===== src/rtl/masked_serial_adder_ctrl.sv =====
// ---------------------------------------------------------------------------
// masked_serial_adder_ctrl
//
// Bit-serial, Boolean-masked W-bit ripple-carry adder. A single masked
// half-adder gadget (adder_1bit) is reused twice per bit:
//   HA1: (s1, c1) = HA(a_i, b_i)
//   HA2: (sum_i, c2) = HA(s1, c);  c <= c1 ^ c2
// c1 and c2 can never both be 1, so their OR is a plain sharewise XOR.
// This keeps the carry merge free of any extra masked gate.
//
// Ports (d shares, share j of bit i at index i*d+j):
//   clk    in   clock, rising edge
//   rst_n  in   asynchronous active-low reset
//   start  in   request, sampled only in IDLE
//   a_in   in   [d*W]          operand A shares
//   b_in   in   [d*W]          operand B shares
//   cin    in   [d]            carry-in shares
//   rnd    in   [d*(d-1)/2]    fresh randomness, forwarded to the gadget
//   busy   out  high while the bit-serial datapath is working
//   done   out  one-cycle pulse, sum/cout valid
//   sum    out  [d*W]          result shares
//   cout   out  [d]            carry-out shares
// ---------------------------------------------------------------------------

// ---------------------------------------------------------------------------
// adder_1bit
//
// Masked half-adder with LAT cycles of input-to-output latency (LAT >= 2).
// s = x ^ y (sharewise), c = x & y computed as a domain-oriented AND: each
// cross-domain product x_i*y_j is blinded with one random bit shared by the
// pair (i,j). It is registered before being compressed into share i.
//   clk, rst_n   clock / async active-low reset
//   x, y   [D]            input shares
//   rnd    [D*(D-1)/2]    fresh randomness, consumed on the last stage
//   s, c   [D]            xor / and output shares
// ---------------------------------------------------------------------------
module adder_1bit #(
    parameter int D   = 2,
    parameter int LAT = 2
) (
    input  logic                  clk,
    input  logic                  rst_n,
    input  logic [D-1:0]          x,
    input  logic [D-1:0]          y,
    input  logic [D*(D-1)/2-1:0]  rnd,
    output logic [D-1:0]          s,
    output logic [D-1:0]          c
);
    // Input delay line; its last entry feeds the product stage.
    logic [D-1:0] x_pipe_q [LAT-1];
    logic [D-1:0] x_pipe_d [LAT-1];
    logic [D-1:0] y_pipe_q [LAT-1];
    logic [D-1:0] y_pipe_d [LAT-1];
    logic [D-1:0] x_last;
    logic [D-1:0] y_last;
    logic [D-1:0] s_q;
    logic [D-1:0] s_d;
    // prod[i][j]: diagonal holds the inner-domain product x_i*y_i,
    // off-diagonal holds x_i*y_j blinded with the pair's random bit.
    logic [D-1:0] prod_q [D];
    logic [D-1:0] prod_d [D];

    assign x_last = x_pipe_q[LAT-2];
    assign y_last = y_pipe_q[LAT-2];

    always_comb begin
        x_pipe_d[0] = x;
        y_pipe_d[0] = y;
        for (int k = 1; k < LAT-1; k++) begin
            x_pipe_d[k] = x_pipe_q[k-1];
            y_pipe_d[k] = y_pipe_q[k-1];
        end
        s_d = x_last ^ y_last;
    end

    for (genvar gi = 0; gi < D; gi++) begin : g_row
        for (genvar gj = 0; gj < D; gj++) begin : g_col
            if (gi == gj) begin : g_inner
                assign prod_d[gi][gj] = x_last[gi] & y_last[gi];
            end else begin : g_cross
                localparam int LO   = (gi < gj) ? gi : gj;
                localparam int HI   = (gi < gj) ? gj : gi;
                // Index of the unordered pair (LO,HI) in the packed rnd bus.
                localparam int RIDX = LO*D - (LO*(LO+1))/2 + (HI-LO-1);
                assign prod_d[gi][gj] = (x_last[gi] & y_last[gj]) ^ rnd[RIDX];
            end
        end
        // Compression happens only after the blinded terms are registered.
        assign c[gi] = ^prod_q[gi];
    end

    assign s = s_q;

    always_ff @(posedge clk or negedge rst_n) begin
        if (!rst_n) begin
            for (int k = 0; k < LAT-1; k++) begin
                x_pipe_q[k] <= '0;
                y_pipe_q[k] <= '0;
            end
            for (int i = 0; i < D; i++) begin
                prod_q[i] <= '0;
            end
            s_q <= '0;
        end else begin
            x_pipe_q <= x_pipe_d;
            y_pipe_q <= y_pipe_d;
            prod_q   <= prod_d;
            s_q      <= s_d;
        end
    end
endmodule

module masked_serial_adder_ctrl #(
    parameter int d   = 2,
    parameter int W   = 8,
    parameter int LAT = 2
) (
    input  logic                  clk,
    input  logic                  rst_n,
    input  logic                  start,
    input  logic [d*W-1:0]        a_in,
    input  logic [d*W-1:0]        b_in,
    input  logic [d-1:0]          cin,
    input  logic [d*(d-1)/2-1:0]  rnd,
    output logic                  busy,
    output logic                  done,
    output logic [d*W-1:0]        sum,
    output logic [d-1:0]          cout
);
    localparam int PH_W  = $clog2(LAT + 1);
    localparam int BIT_W = (W > 1) ? $clog2(W) : 1;

    typedef enum logic [1:0] {
        IDLE = 2'd0,
        HA1  = 2'd1,
        HA2  = 2'd2,
        DONE = 2'd3
    } state_t;

    state_t              state_q, state_d;
    logic [PH_W-1:0]     phase_q, phase_d;
    logic [BIT_W-1:0]    bit_q,   bit_d;
    logic [d*W-1:0]      a_q,     a_d;
    logic [d*W-1:0]      b_q,     b_d;
    logic [d-1:0]        c_q,     c_d;      // running carry shares
    logic [d-1:0]        s1_q,    s1_d;     // HA1 xor result
    logic [d-1:0]        c1_q,    c1_d;     // HA1 and result
    logic [d*W-1:0]      sum_q,   sum_d;
    logic [d-1:0]        cout_q,  cout_d;

    logic [d-1:0]        gad_x, gad_y, gad_s, gad_c;
    logic [d-1:0]        a_bit, b_bit;
    logic                phase_last;
    logic                bit_last;

    adder_1bit #(
        .D   (d),
        .LAT (LAT)
    ) u_ha (
        .clk   (clk),
        .rst_n (rst_n),
        .x     (gad_x),
        .y     (gad_y),
        .rnd   (rnd),
        .s     (gad_s),
        .c     (gad_c)
    );

    // Current bit's shares, selected with constant slices only.
    always_comb begin
        a_bit = '0;
        b_bit = '0;
        for (int i = 0; i < W; i++) begin
            if (bit_q == BIT_W'(i)) begin
                a_bit = a_q[i*d +: d];
                b_bit = b_q[i*d +: d];
            end
        end
    end

    assign phase_last = (phase_q == PH_W'(LAT));
    assign bit_last   = (bit_q == BIT_W'(W - 1));

    always_comb begin
        state_d = state_q;
        phase_d = phase_q;
        bit_d   = bit_q;
        a_d     = a_q;
        b_d     = b_q;
        c_d     = c_q;
        s1_d    = s1_q;
        c1_d    = c1_q;
        sum_d   = sum_q;
        cout_d  = cout_q;
        gad_x   = '0;
        gad_y   = '0;

        unique case (state_q)
            IDLE: begin
                if (start) begin
                    a_d     = a_in;
                    b_d     = b_in;
                    c_d     = cin;
                    bit_d   = '0;
                    phase_d = '0;
                    sum_d   = '0;
                    cout_d  = '0;
                    state_d = HA1;
                end
            end
            HA1: begin
                gad_x = a_bit;
                gad_y = b_bit;
                if (phase_last) begin
                    s1_d    = gad_s;
                    c1_d    = gad_c;
                    phase_d = '0;
                    state_d = HA2;
                end else begin
                    phase_d = phase_q + PH_W'(1);
                end
            end
            HA2: begin
                gad_x = s1_q;
                gad_y = c_q;
                if (phase_last) begin
                    for (int i = 0; i < W; i++) begin
                        if (bit_q == BIT_W'(i)) begin
                            sum_d[i*d +: d] = gad_s;
                        end
                    end
                    c_d     = c1_q ^ gad_c;
                    phase_d = '0;
                    if (bit_last) begin
                        cout_d  = c1_q ^ gad_c;
                        state_d = DONE;
                    end else begin
                        bit_d   = bit_q + BIT_W'(1);
                        state_d = HA1;
                    end
                end else begin
                    phase_d = phase_q + PH_W'(1);
                end
            end
            DONE: begin
                state_d = IDLE;
            end
            default: begin
                state_d = IDLE;
            end
        endcase
    end

    always_ff @(posedge clk or negedge rst_n) begin
        if (!rst_n) begin
            state_q <= IDLE;
            phase_q <= '0;
            bit_q   <= '0;
            a_q     <= '0;
            b_q     <= '0;
            c_q     <= '0;
            s1_q    <= '0;
            c1_q    <= '0;
            sum_q   <= '0;
            cout_q  <= '0;
        end else begin
            state_q <= state_d;
            phase_q <= phase_d;
            bit_q   <= bit_d;
            a_q     <= a_d;
            b_q     <= b_d;
            c_q     <= c_d;
            s1_q    <= s1_d;
            c1_q    <= c1_d;
            sum_q   <= sum_d;
            cout_q  <= cout_d;
        end
    end

    assign busy = (state_q == HA1) || (state_q == HA2);
    assign done = (state_q == DONE);
    assign sum  = sum_q;
    assign cout = cout_q;
endmodule


===== config.mk =====
export PLATFORM = sky130hd
export DESIGN_NAME = masked_serial_adder_ctrl
export DESIGN_NICKNAME = d
export VERILOG_FILES = /design/src/rtl/masked_serial_adder_ctrl.sv
export SDC_FILE = /design/constraint.sdc
export NUM_CORES = 1
export LEC_CHECK = 0
export BUFFER_PORTS_ARGS = -buffer_cell sky130_fd_sc_hd__buf_2
export CAP_MARGIN = 20
export CORE_MARGIN = 10
export CORE_UTILIZATION = 30
export DETAILED_ROUTE_END_ITERATION = 6
export SYNTH_ARGS = -nofsm -noshare
export SYNTH_HDL_FRONTEND = slang
export SYNTH_HIERARCHICAL = 1
export SYNTH_SLANG_ARGS = --single-unit

===== constraint.sdc =====
create_clock -name clk -period 1.6 [get_ports clk]
set_input_delay 0.24 -clock clk [delete_from_list [all_inputs] [get_ports clk]]
set_output_delay 0.24 -clock clk [all_outputs]
set_load 0.05 [all_outputs]

Word level (Yosys, flattened, before mapping):

Index checks and enable logic that the tools add are counted.

* bitwise operators: 8
* mux-type cells: 47
* $add $sub $neg: 2
* eq/ne operators: 23
* reduce and logical (&&, ||, !) cells: 22

Operators with widths (number)
* $mux 2: 34
* $reduce_and 4->1: 9
* $mux 16: 2
* $pmux 16 s2: 1
* $ne 2x2->1 const B: 12
* $pmux 2 s2: 5
* $eq 3x3->1 const B: 4
* $mux 3: 3
* $pmux 2 s4: 1
* $eq 2x2->1 const B: 3
* $eq 3x2->1 const B: 2
* $pmux 3 s2: 1
* $reduce_and 2->1: 3
* $reduce_and 3->1: 2
* $and 1x1->1: 4
* $reduce_bool 2->1: 2
* $reduce_xor 2->1: 2
* $xor 2x2->2: 2
* $add 3x1->3 const B: 1
* $eq 3x1->1 const B: 1
* $logic_not 3->1: 1
* $add 2x1->2 const B: 1
* $eq 2x1->1 const B: 1
* $logic_not 2->1: 1
* 3 further kinds: 4

* word-level logic and storage cells: 124
* register bits after elaboration: 73
* output and inout port bits: 20
* input bits: 38

Longest topological paths before layout:

Gate-level depths: netlist of run 1.

* depth in word-level cells: 10
* depth in mapped cells: 9
* mapped depth without buffers: 6

Cells and area by module:

Netlist of run 1, hierarchy kept.

By module, submodules not included
* masked_serial_adder_ctrl: times used 1, sequential area each 1576.5 sq um, cells each 300, area an instance 3261.9 sq um
* adder_1bit: times used 1, sequential area each 250.2 sq um, cells each 18, area an instance 317.8 sq um

Least setup slack after synthesis of run 1:

Ideal clock, no wire load.

* path kind: register to register
* from: register state_q[0]
* to: register u_ha.x_pipe_q (netlist bit u_ha/x_last[0])
* setup slack: -0.107 ns
* stages on the path, launching flop included: 7
* clock period less this slack: 1.707 ns
* library setup time: 0.076 ns
* buffers on the path: 0
* data arrival time: 1.631 ns
* required time: 1.524 ns
* cells stage by stage: dfrtp_1 -> inv_1 -> ha_1 -> nand2_1 -> a21oi_1 -> o21ai_0 -> o21ai_1

* cells in the longest elaborated chain, start to end: 2
* elaborated cells between the ends (all ways): 3
* classes of those cells: eq/ne (2); mux (1)

RTL lines
* start, declared: line 140 `state_t state_q, state_d;`
* start signal, assigned: line 267 `state_q <= state_d;`
* $eq 2x2->1 or $eq 2x1->1 (tied branches): line 198 `unique case (state_q)`
* $pmux 2 s2 *: line 198
* named net gad_x[0]: line 151 `logic [d-1:0] gad_x, gad_y, gad_s, gad_c;`
* end signal, assigned: line 105 `x_pipe_q <= x_pipe_d;`
* end, declared: line 50 `logic [D-1:0] x_pipe_q [LAT-1];`

Mark *: on every way through the listed nets, which the timed path passes. The rest lies on a longest branch.
A chain may end at the register's enable or synchronous reset.

Worst setup path after layout of run 1:

* from: register state_q[0]
* to: register sum_q[13], in the netlist sum[13]

* cells in the longest elaborated chain, start to end: 3
* elaborated cells between the ends (all ways): 8
* classes of those cells: eq/ne (4); mux (1); reduce/logical (3)

RTL lines
* $eq 2x2->1 or $logic_not 2->1 (tied branches): line 198
* $ne 2x2->1 (no line) or $reduce_bool 2->1 (tied branches)
* $reduce_and 4->1 (no line)
* end signal, assigned: line 275 `sum_q <= sum_d;`
* end, declared: line 148 `logic [d*W-1:0] sum_q, sum_d;`

Parallel ways exist; a longest one is shown, timed or not.

==> results of run 1 <==
-- power by group through the flow --
stage	combinational, mW	clock (mW)	sequential [mW]
after global placement	0.318	0	1.94
after global routing	0.383	2.11	1.91
after CTS	0.329	2.04	1.91
after detailed placement	0.327	0	1.94
final	0.347	2.00	1.91
after floorplan	0.145	0	1.98
-- final timing paths --
check / end / startpoint / slack, ps
setup / recovery: sum[13] / state_q[0] / 20
hold / removal: b_q[5] / b_in[5] / 120
setup reg to reg: sum[13] / state_q[0] / 20
hold reg to reg: b_q[5] / b_q[5] / 500
max in group asynchronous: u_ha/prod_q[3] / rst_n / 800
min in group asynchronous: a_q[0] / rst_n / 470
-- cell usage in the layout (no fill, tap or decap), drive strengths merged, types with 2 or more instances in the layout --
cell type  Yosys  routed
nor2b          2       2
a32oi          4       4
ha            12      12
o22a           4       4
mux2          36      36
inv           16      16
o311ai        14      14
a31o           5       5
xor2           2       2
nor3           4       4
nor2           6       6
clkbuf         3      13
a21oi         12      12
dfrtp         73      73
clkinv         0       2
or2            2       2
nand4          4       4
nand3         16      16
xnor2          4       4
o21ai         20      20
a22oi          5       5
a221oi         4       4
nand2         46      46
buf           13      85
nand2b         2       2
-- area by class of cell --
cell class / count / area [um2]
fill: 1080 / 6810
sequential: 73 / 1830
multi-input combinational: 213 / 1790
timing repair buffer: 87 / 598
clock buffer: 12 / 256
tap: 143 / 179
inverter: 16 / 60.1
clock inverter: 3 / 40.0
-- flip-flops by register name, summed over array words and instances (netlist names) --
name and cells:
u_ha/y_last 2, cout 2, state_q 2, u_ha/s 2
c1_q 2, u_ha/prod_q 4, a_q 16, u_ha/x_last 2
b_q 16, bit_q 3, phase_q 2, sum 16
c_q 2, s1_q 2
-- worst max-delay path, cell delays in order, from the launching register on --
cell and delay [ps]:
dfrtp_1 390, inv_2 120, ha_4 180, inv_2 90
o211ai_4 310, buf_12 210, nand2_1 80, o311ai_2 80
-- cells by family (layout without fill, tap and decap cells) --
logic type	after synthesis	count (layout)	share of synthesized area [%]
mux	36	36	11.3
buf+inv	32	118	4.75
xor+xnor	6	6	1.47
compound gates	74	74	15.3
flops	73	73	51.0
simple gates	85	85	11.9
fa+ha+maj	12	12	4.19
-- per-layer routing --
metal,routed length [um],up-vias,GRT usage [%]
li1,-,1317,-
met3,542,8,3.63
met5,0,-,0
met2,4450,60,17.1
met4,93,0,3.21
met1,4170,1407,14.0
-- through the flow --
| step | utilization, % | setup WS (ps) |
|---|---|---|
| global route | 41.1 | -59.8 |
| detailed placement | 36.2 | -33.4 |
| global placement | 36.2 | -17.9 |
| finish | 41.1 | 16.8 |
| floorplan | - | 6.19 |
| CTS | 39.2 | 4.76 |
-- what timing repair did --
item	in CTS	in global routing
resized for setup	11	35
pin swaps	2	6
endpoints found under the hold margin	73	0
setup endpoints to repair	19	22
setup buffers	0	1
hold buffers	1	0
gates cloned	0	2
==> flow_summary.json, run 1 <==
{
  "power.density_nw_per_um2": 896,
  "p_total_mw": 4.26,
  "place_area_um2": 4180,
  "yosysWarnings": 6,
  "rows": 39,
  "min_path_cells": 2,
  "antenna_found_initial": 0,
  "hold_violations": 0,
  "endpoint_kind": "flop",
  "ant_nets": 0,
  "leakagePower_nw": 2.11,
  "hold_class": "input port to flop",
  "min_period_over_period_pct": 98.9,
  "dp.cells": 528,
  "slew_violations": 0,
  "vias": 2792,
  "clk_pin_slew_ps": 50,
  "ys_seq_area_share_pct": 51.0,
  "vias_per_cell": 5.10,
  "netlist_top_cells_area": "dfrtp_1, mux2_2, ha_1, nand2_1, o311ai_1",
  "p_clk_share_pct": 47.0,
  "pwr-share-seq_pct": 44.9,
  "fin_nets": 450,
  "die_w_um": 129,
  "grt_pass1_vias": 2892,
  "post_drt_wl_per_cell_um": 16.9,
  "stdcell_count": 547,
  "sw_frac_of_total_pct": 22.2,
  "area_delta_synth_final_pct": 32.7,
  "setup.worst_path.start_class": "flop",
  "syn_nets": 368,
  "first_iter_violations": 119,
  "design_area_um2": 4750,
  "min_period_ps": 1580,
  "yosys.area.top_type": "dfrtp_1",
  "crit_path_max_fanout": 18,
  "synth.top_cell.area_share_pct": 51.0,
  "netlist_instances": 318,
  "setup-violations-final": 0,
  "dpl.hpwl_mm": 6.69,
  "cp.arrival_ps": 1800,
  "irDropWorstVdd_mv": 0.648,
  "ioPinCount": 58,
  "die_y_um": 129,
  "ys_types": 44,
  "htree_num_levels": 3,
  "fin_skew_ps": 4.39,
  "dieArea_um2": 16700,
  "avgSynthCellArea_um2": 11.3,
  "yosys_register_bits": 73,
  "cts-root-buf": "clkbuf_16",
  "grt_max_degree": 74,
  "clk_latency_ps": 330,
  "layout-drive-gt1-share_pct": 47.3,
  "ys.flop_type": "dfrtp_1",
  "path_class": "flop to flop",
  "portBuffers": 57,
  "synth_edf_count": 0,
  "synth_area_um2": 3580,
  "gr-total-overflow": 0,
  "tightest_slew_ps": 400,
  "ff2ff_path_depth": 7,
  "combPwrFrac_pct": 8.1,
  "synth_commonest_cells": "dfrtp_1, nand2_1, mux2_2",
  "power.internal_mw": 3.31,
  "routed_wl_mm": 9.26,
  "cts_buffers": 9,
  "tns_ps": 0,
  "gp_congestion": 0.820,
  "cts_tree": "yes",
  "hold_slack_ps": 124,
  "initial_utilization_pct": 31.0,
  "drc_errors": 0,
  "grt_usage_pct": 10.9,
  "first_pass_iters": 4,
  "maxSlewHeadroom_pct": 73.3,
  "grt_pass1_wl_mm": 14.6,
  "drv_cap": 0,
  "outcome": "completed",
  "core-area_um2": 11600,
  "antenna_cells": 0,
  "cp.required_ps": 1820,
  "yosysMostFrequentCell": "dfrtp_1",
  "p_switching_uw": 944,
  "async_reset_ff_share_pct": 100,
  "fmax_mhz": 632,
  "rsz0062_at_grt": "true",
  "clock-sinks": 73,
  "clk_path_buf_depth": 2
}
Note: power is estimated with default switching activity, not from simulation.
==> run 2, diff against run 1 <==
==> constraint.sdc (replaced) <==
create_clock -name clk -period 1.6 [get_ports clk]
set_input_delay 0.24 -clock clk [delete_from_list [all_inputs] [get_ports clk]]
set_output_delay 0.24 -clock clk [all_outputs]
set_load 0.02 [all_outputs]
==> flow_summary.json, run 2 (synthesis gave the netlist of run 1 again) <==
{
  "outcome": "finished with violations",
  "violations": "negative setup slack",
  "htree_num_levels": 3,
  "dp.cells": 527,
  "grt_pass1_wl_mm": 14.8,
  "grt_usage_pct": 11.1,
  "cp.required_ps": 1830,
  "portBuffers": 57,
  "rows": 39,
  "fin_nets": 451,
  "layout_common_cells": "dfrtp_1, buf_2, mux2_2",
  "vias": 2820,
  "cp.arrival_ps": 1840,
  "min_period_ps": 1610,
  "layout-drive-gt1-share_pct": 50.5,
  "post_drt_wl_per_cell_um": 17.5,
  "tns_ps": -8.94,
  "path_delay_family": "buffers and inverters",
  "pwr-share-seq_pct": 43.4,
  "path_class": "flop to flop",
  "power.internal_mw": 3.42,
  "sw_frac_of_total_pct": 22.5,
  "first_pass_iters": 4,
  "dp_slack_ps": -62.5,
  "crit_path_max_fanout": 8,
  "fin_ws_ps": -5.68,
  "cts_tree": "yes",
  "antenna_found_initial": 0,
  "gr-total-overflow": 0,
  "utilization_pct": 42.6,
  "clk_pin_slew_ps": 60,
  "initial_utilization_pct": 31.0,
  "clock-sinks": 73,
  "ant_nets": 0,
  "grt_max_degree": 74,
  "stdcell_count": 549,
  "fmax_mhz": 623,
  "antenna_cells": 0,
  "routed_wl_mm": 9.58,
  "min_period_over_period_pct": 100,
  "dieArea_um2": 16700,
  "cpMaxStageDelayCell": "dfrtp_1",
  "power.density_nw_per_um2": 895,
  "core-area_um2": 11600,
  "drc_errors": 0,
  "maxSlewHeadroom_pct": 72.0,
  "die_w_um": 129,
  "p_clk_share_pct": 48.8,
  "gp_congestion": 0.855,
  "hold_violations": 0,
  "setup-violations-final": 2,
  "fin_skew_ps": 4.12,
  "cts-root-buf": "clkbuf_16",
  "path_buf_inv": 3,
  "place_area_um2": 4160,
  "drv_cap": 0,
  "endpoint_kind": "flop",
  "setup.worst_path.start_class": "flop",
  "die_y_um": 129,
  "area_delta_synth_final_pct": 37.6,
  "rrSetupSlack_ps": -6,
  "ioPinCount": 58,
  "rsz0062_at_grt": "true",
  "path_cells": "buf_6 -> ha_4 -> or2_4 -> o211ai_4 -> buf_12 -> buf_12 -> nand2_2 -> o311ai_4",
  "combPwrFrac_pct": 7.9,
  "tightest_slew_ps": 421,
  "clk_path_buf_depth": 2,
  "vias_per_cell": 5.14,
  "cpPeakStageDelay_ps": 400,
  "clk_latency_ps": 330,
  "cts_buffers": 9,
  "leakagePower_nw": 2.19,
  "grt_pass1_vias": 2989,
  "dpl.hpwl_mm": 6.57,
  "hold_class": "input port to flop",
  "design_area_um2": 4930,
  "final_common_cell": "dfrtp_1",
  "p_switching_uw": 992,
  "first_iter_violations": 213,
  "irDropWorstVdd_mv": 0.506,
  "critical_path.most_common_cell": "buf_12",
  "slew_violations": 0
}
-- run 2: path summary, 6_finish.rpt --
path,from,endpoint,cells past startpoint
max,state_q[1],sum[9],8
min,b_in[5],b_q[5],2
max reg2reg,state_q[1],sum[9],8
min reg2reg,b_q[10],b_q[10],1
max in group asynchronous,rst_n,bit_q[1],3
min in group asynchronous,rst_n,a_q[0],3
-- run 2: timing repair --
action / in CTS / in global routing
pin swaps: 1 / 17
gates resized for setup: 11 / 63
setup buffers: 1 / 2
hold buffers: 1 / 0
gates cloned: 0 / 3
endpoints found under the setup margin: 6 / 25
hold endpoints to repair: 73 / 0
-- run 2: layout make-up --
type                       instances  area (um2)
clock inverter                     7        95.1
timing repair buffer              88         633
clock buffer                       9         225
fill                            1084        6640
multi-input combinational        213        1900
tap                              143         179
sequential                        73        1830
inverter                          16        65.1
-- run 2: routing by layer --
layer | track usage, % | part of all wire [%] | vias up
li1 | - | - | 1326
met4 | 4.08 | 1.3 | 0
met5 | 0 | 0 | -
met1 | 13.6 | 44 | 1417
met2 | 18.1 | 51 | 63
met3 | 3.22 | 4.2 | 14
-- run 2: worst reg2reg max path, stage by stage, from the launching register on --
cell,delay (ps)
dfrtp_1,400
buf_6,140
ha_4,180
or2_4,250
o211ai_4,80
buf_12,150
buf_12,140
nand2_2,80
o311ai_4,80
-- run 2: power by group through the flow --
stage	Sequential (mW)	Combinational [mW]	Clock [mW]
6_report	1.91	0.347	2.15
5_1_grt	1.92	0.380	2.28
4_1_cts	1.91	0.297	2.20
2_1_floorplan	1.95	0.145	0
3_5_place_dp	1.94	0.294	0
3_3_place_gp	1.94	0.287	0
-- run 2: stage by stage --
| stage | hold WS, ps | power, mW |
|---|---|---|
| final | 120 | 4.41 |
| after global routing | 123 | 4.58 |
| after CTS | 106 | 4.40 |
| after detailed placement | 308 | 2.24 |
| after global placement | 300 | 2.23 |
| after floorplan | -55.6 | 2.10 |
==> run 3, diff against run 2 <==
--- a/config.mk
+++ b/config.mk
@@ -5,11 +5,13 @@
 export SDC_FILE = /design/constraint.sdc
 export NUM_CORES = 1
 export LEC_CHECK = 0
+export ABC_CLOCK_PERIOD_IN_PS = 1600
 export BUFFER_PORTS_ARGS = -buffer_cell sky130_fd_sc_hd__buf_2
 export CAP_MARGIN = 20
 export CORE_MARGIN = 10
 export CORE_UTILIZATION = 30
 export DETAILED_ROUTE_END_ITERATION = 6
+export RECOVER_POWER = 25
 export SYNTH_ARGS = -nofsm -noshare
 export SYNTH_HDL_FRONTEND = slang
 export SYNTH_HIERARCHICAL = 1
==> flow_summary.json, run 3 (synthesis gave the netlist of run 1 again) <==
{
  "fillCellCount": 1085,
  "clk_path_buf_depth": 2,
  "hold_class": "input port to flop",
  "maxSlewHeadroom_pct": 31.8,
  "leakagePower_nw": 2.19,
  "hold_violations": 0,
  "core-area_um2": 11600,
  "tns_ps": -9.30,
  "crit_start": "state_q[1]",
  "endpoint_kind": "flop",
  "grt_usage_pct": 11.1,
  "min_period_ps": 1610,
  "fin_ws_ps": -5.88,
  "dp.cells": 527,
  "power.internal_mw": 3.42,
  "fin_nets": 451,
  "cts_buffers": 9,
  "critical_path.most_common_cell": "buf_12",
  "tightest_slew_ps": 1020,
  "r2r_start": "state_q[1]",
  "final_common_cell": "dfrtp_1",
  "p_clk_share_pct": 48.8,
  "htree_num_levels": 3,
  "crit_path_max_fanout": 8,
  "irDropWorstVdd_mv": 0.506,
  "die_y_um": 129,
  "violations": "negative setup slack",
  "cp.arrival_ps": 1840,
  "clk_latency_ps": 330,
  "grt_max_degree": 74,
  "dieArea_um2": 16700,
  "gp_congestion": 0.855,
  "cts-root-buf": "clkbuf_16",
  "initial_utilization_pct": 31.0,
  "rsz0062_at_grt": "true",
  "slew_violations": 0,
  "outcome": "finished with violations",
  "dpl.hpwl_mm": 6.57,
  "post_drt_wl_per_cell_um": 17.5,
  "die_w_um": 129,
  "cts_tree": "yes",
  "stdcell_count": 549,
  "seq_area_um2": 1830,
  "routed_wl_mm": 9.59,
  "path_class": "flop to flop",
  "fmax_mhz": 623,
  "power.density_nw_per_um2": 897,
  "cp.required_ps": 1830,
  "setup-violations-final": 2,
  "cpMaxStageDelayCell": "dfrtp_1",
  "clk_pin_slew_ps": 60,
  "combPwrFrac_pct": 7.8,
  "vias_per_cell": 5.14,
  "path_delay_family": "buffers and inverters",
  "vias": 2824,
  "grt_pass1_wl_mm": 14.8,
  "grt_pass1_vias": 2989,
  "antenna_found_initial": 0,
  "path_cells": "buf_6 -> ha_4 -> or2_4 -> o211ai_4 -> buf_12 -> buf_12 -> nand2_2 -> o311ai_4",
  "first_pass_iters": 4,
  "pwr-share-seq_pct": 43.4,
  "multi_input_area_um2": 1900,
  "path_buf_inv": 3,
  "cpPeakStageDelay_ps": 400,
  "hold_start": "b_in[5]",
  "ioPinCount": 58,
  "area_delta_synth_final_pct": 37.3,
  "gr-total-overflow": 0,
  "min_period_over_period_pct": 100,
  "layout_common_cells": "dfrtp_1, buf_2, mux2_2",
  "antenna_cells": 0,
  "utilization_pct": 42.5,
  "first_iter_violations": 213,
  "fin_skew_ps": 4.05,
  "p_total_mw": 4.41,
  "ant_nets": 0,
  "p_switching_uw": 991,
  "drv_cap": 0,
  "portBuffers": 57,
  "clock-sinks": 73,
  "sw_frac_of_total_pct": 22.5,
  "setup.worst_path.start_class": "flop",
  "layout-drive-gt1-share_pct": 50.5,
  "drc_errors": 0,
  "rows": 39
}
==> run 3: final timing paths <==
check	cells past startpoint	endpoint	slack, ps
max in group asynchronous	3	bit_q[1]	140
worst max-delay path	8	sum[9]	-6
worst min-delay path	2	b_q[5]	120
worst max register to register	8	sum[9]	-6
min in group asynchronous	3	a_q[0]	700
worst min register to register	1	b_q[10]	500
==> run 3: worst reg2reg max path, stage by stage, from the launching register on <==
cell and delay (ps):
dfrtp_1 400, buf_6 140, ha_4 180, or2_4 250
o211ai_4 80, buf_12 150, buf_12 140, nand2_2 80
o311ai_4 80
==> run 3: layout make-up <==
cell class,count,area share [%]
multi-input combinational,213,38.7
sequential,73,37.2
timing repair buffer,88,12.6
clock buffer,9,4.58
tap,143,3.64
clock inverter,7,1.93
inverter,16,1.32
==> run 3: layer usage <==
metal,wire length (um),global-route usage (%),vias up
li1,-,-,1326
met1,4210,13.6,1419
met2,4850,18.1,65
met3,406,3.22,14
met4,129,4.08,0
met5,0,0,-
==> run 3: what timing repair did <==
action                                  4_1_cts  5_1_grt
hold endpoints to repair                     73        0
setup buffers                                 1        2
cloned                                        0        3
pin swaps                                     1       17
resized for setup                            11       63
hold buffers                                  1        0
endpoints found under the setup margin        6       25
==> run 3: metrics by stage <==
step           hold slack (ps)  area [um2]  setup slack [ps]
2_1_floorplan            -55.6        3580              21.7
3_3_place_gp               300        4160             -40.5
3_5_place_dp               308        4160             -62.5
4_1_cts                    106        4530             0.677
5_1_grt                    123        4910             -54.4
6_report                   120        4910             -5.88
==> run 3: power by group through the flow <==
stage               Combinational, mW  Clock, mW  Sequential [mW]
detailed placement              0.294          0             1.94
global route                    0.376       2.28             1.92
finish                          0.343       2.15             1.91
global placement                0.287          0             1.94
floorplan                       0.145          0             1.95
CTS                             0.297       2.20             1.91
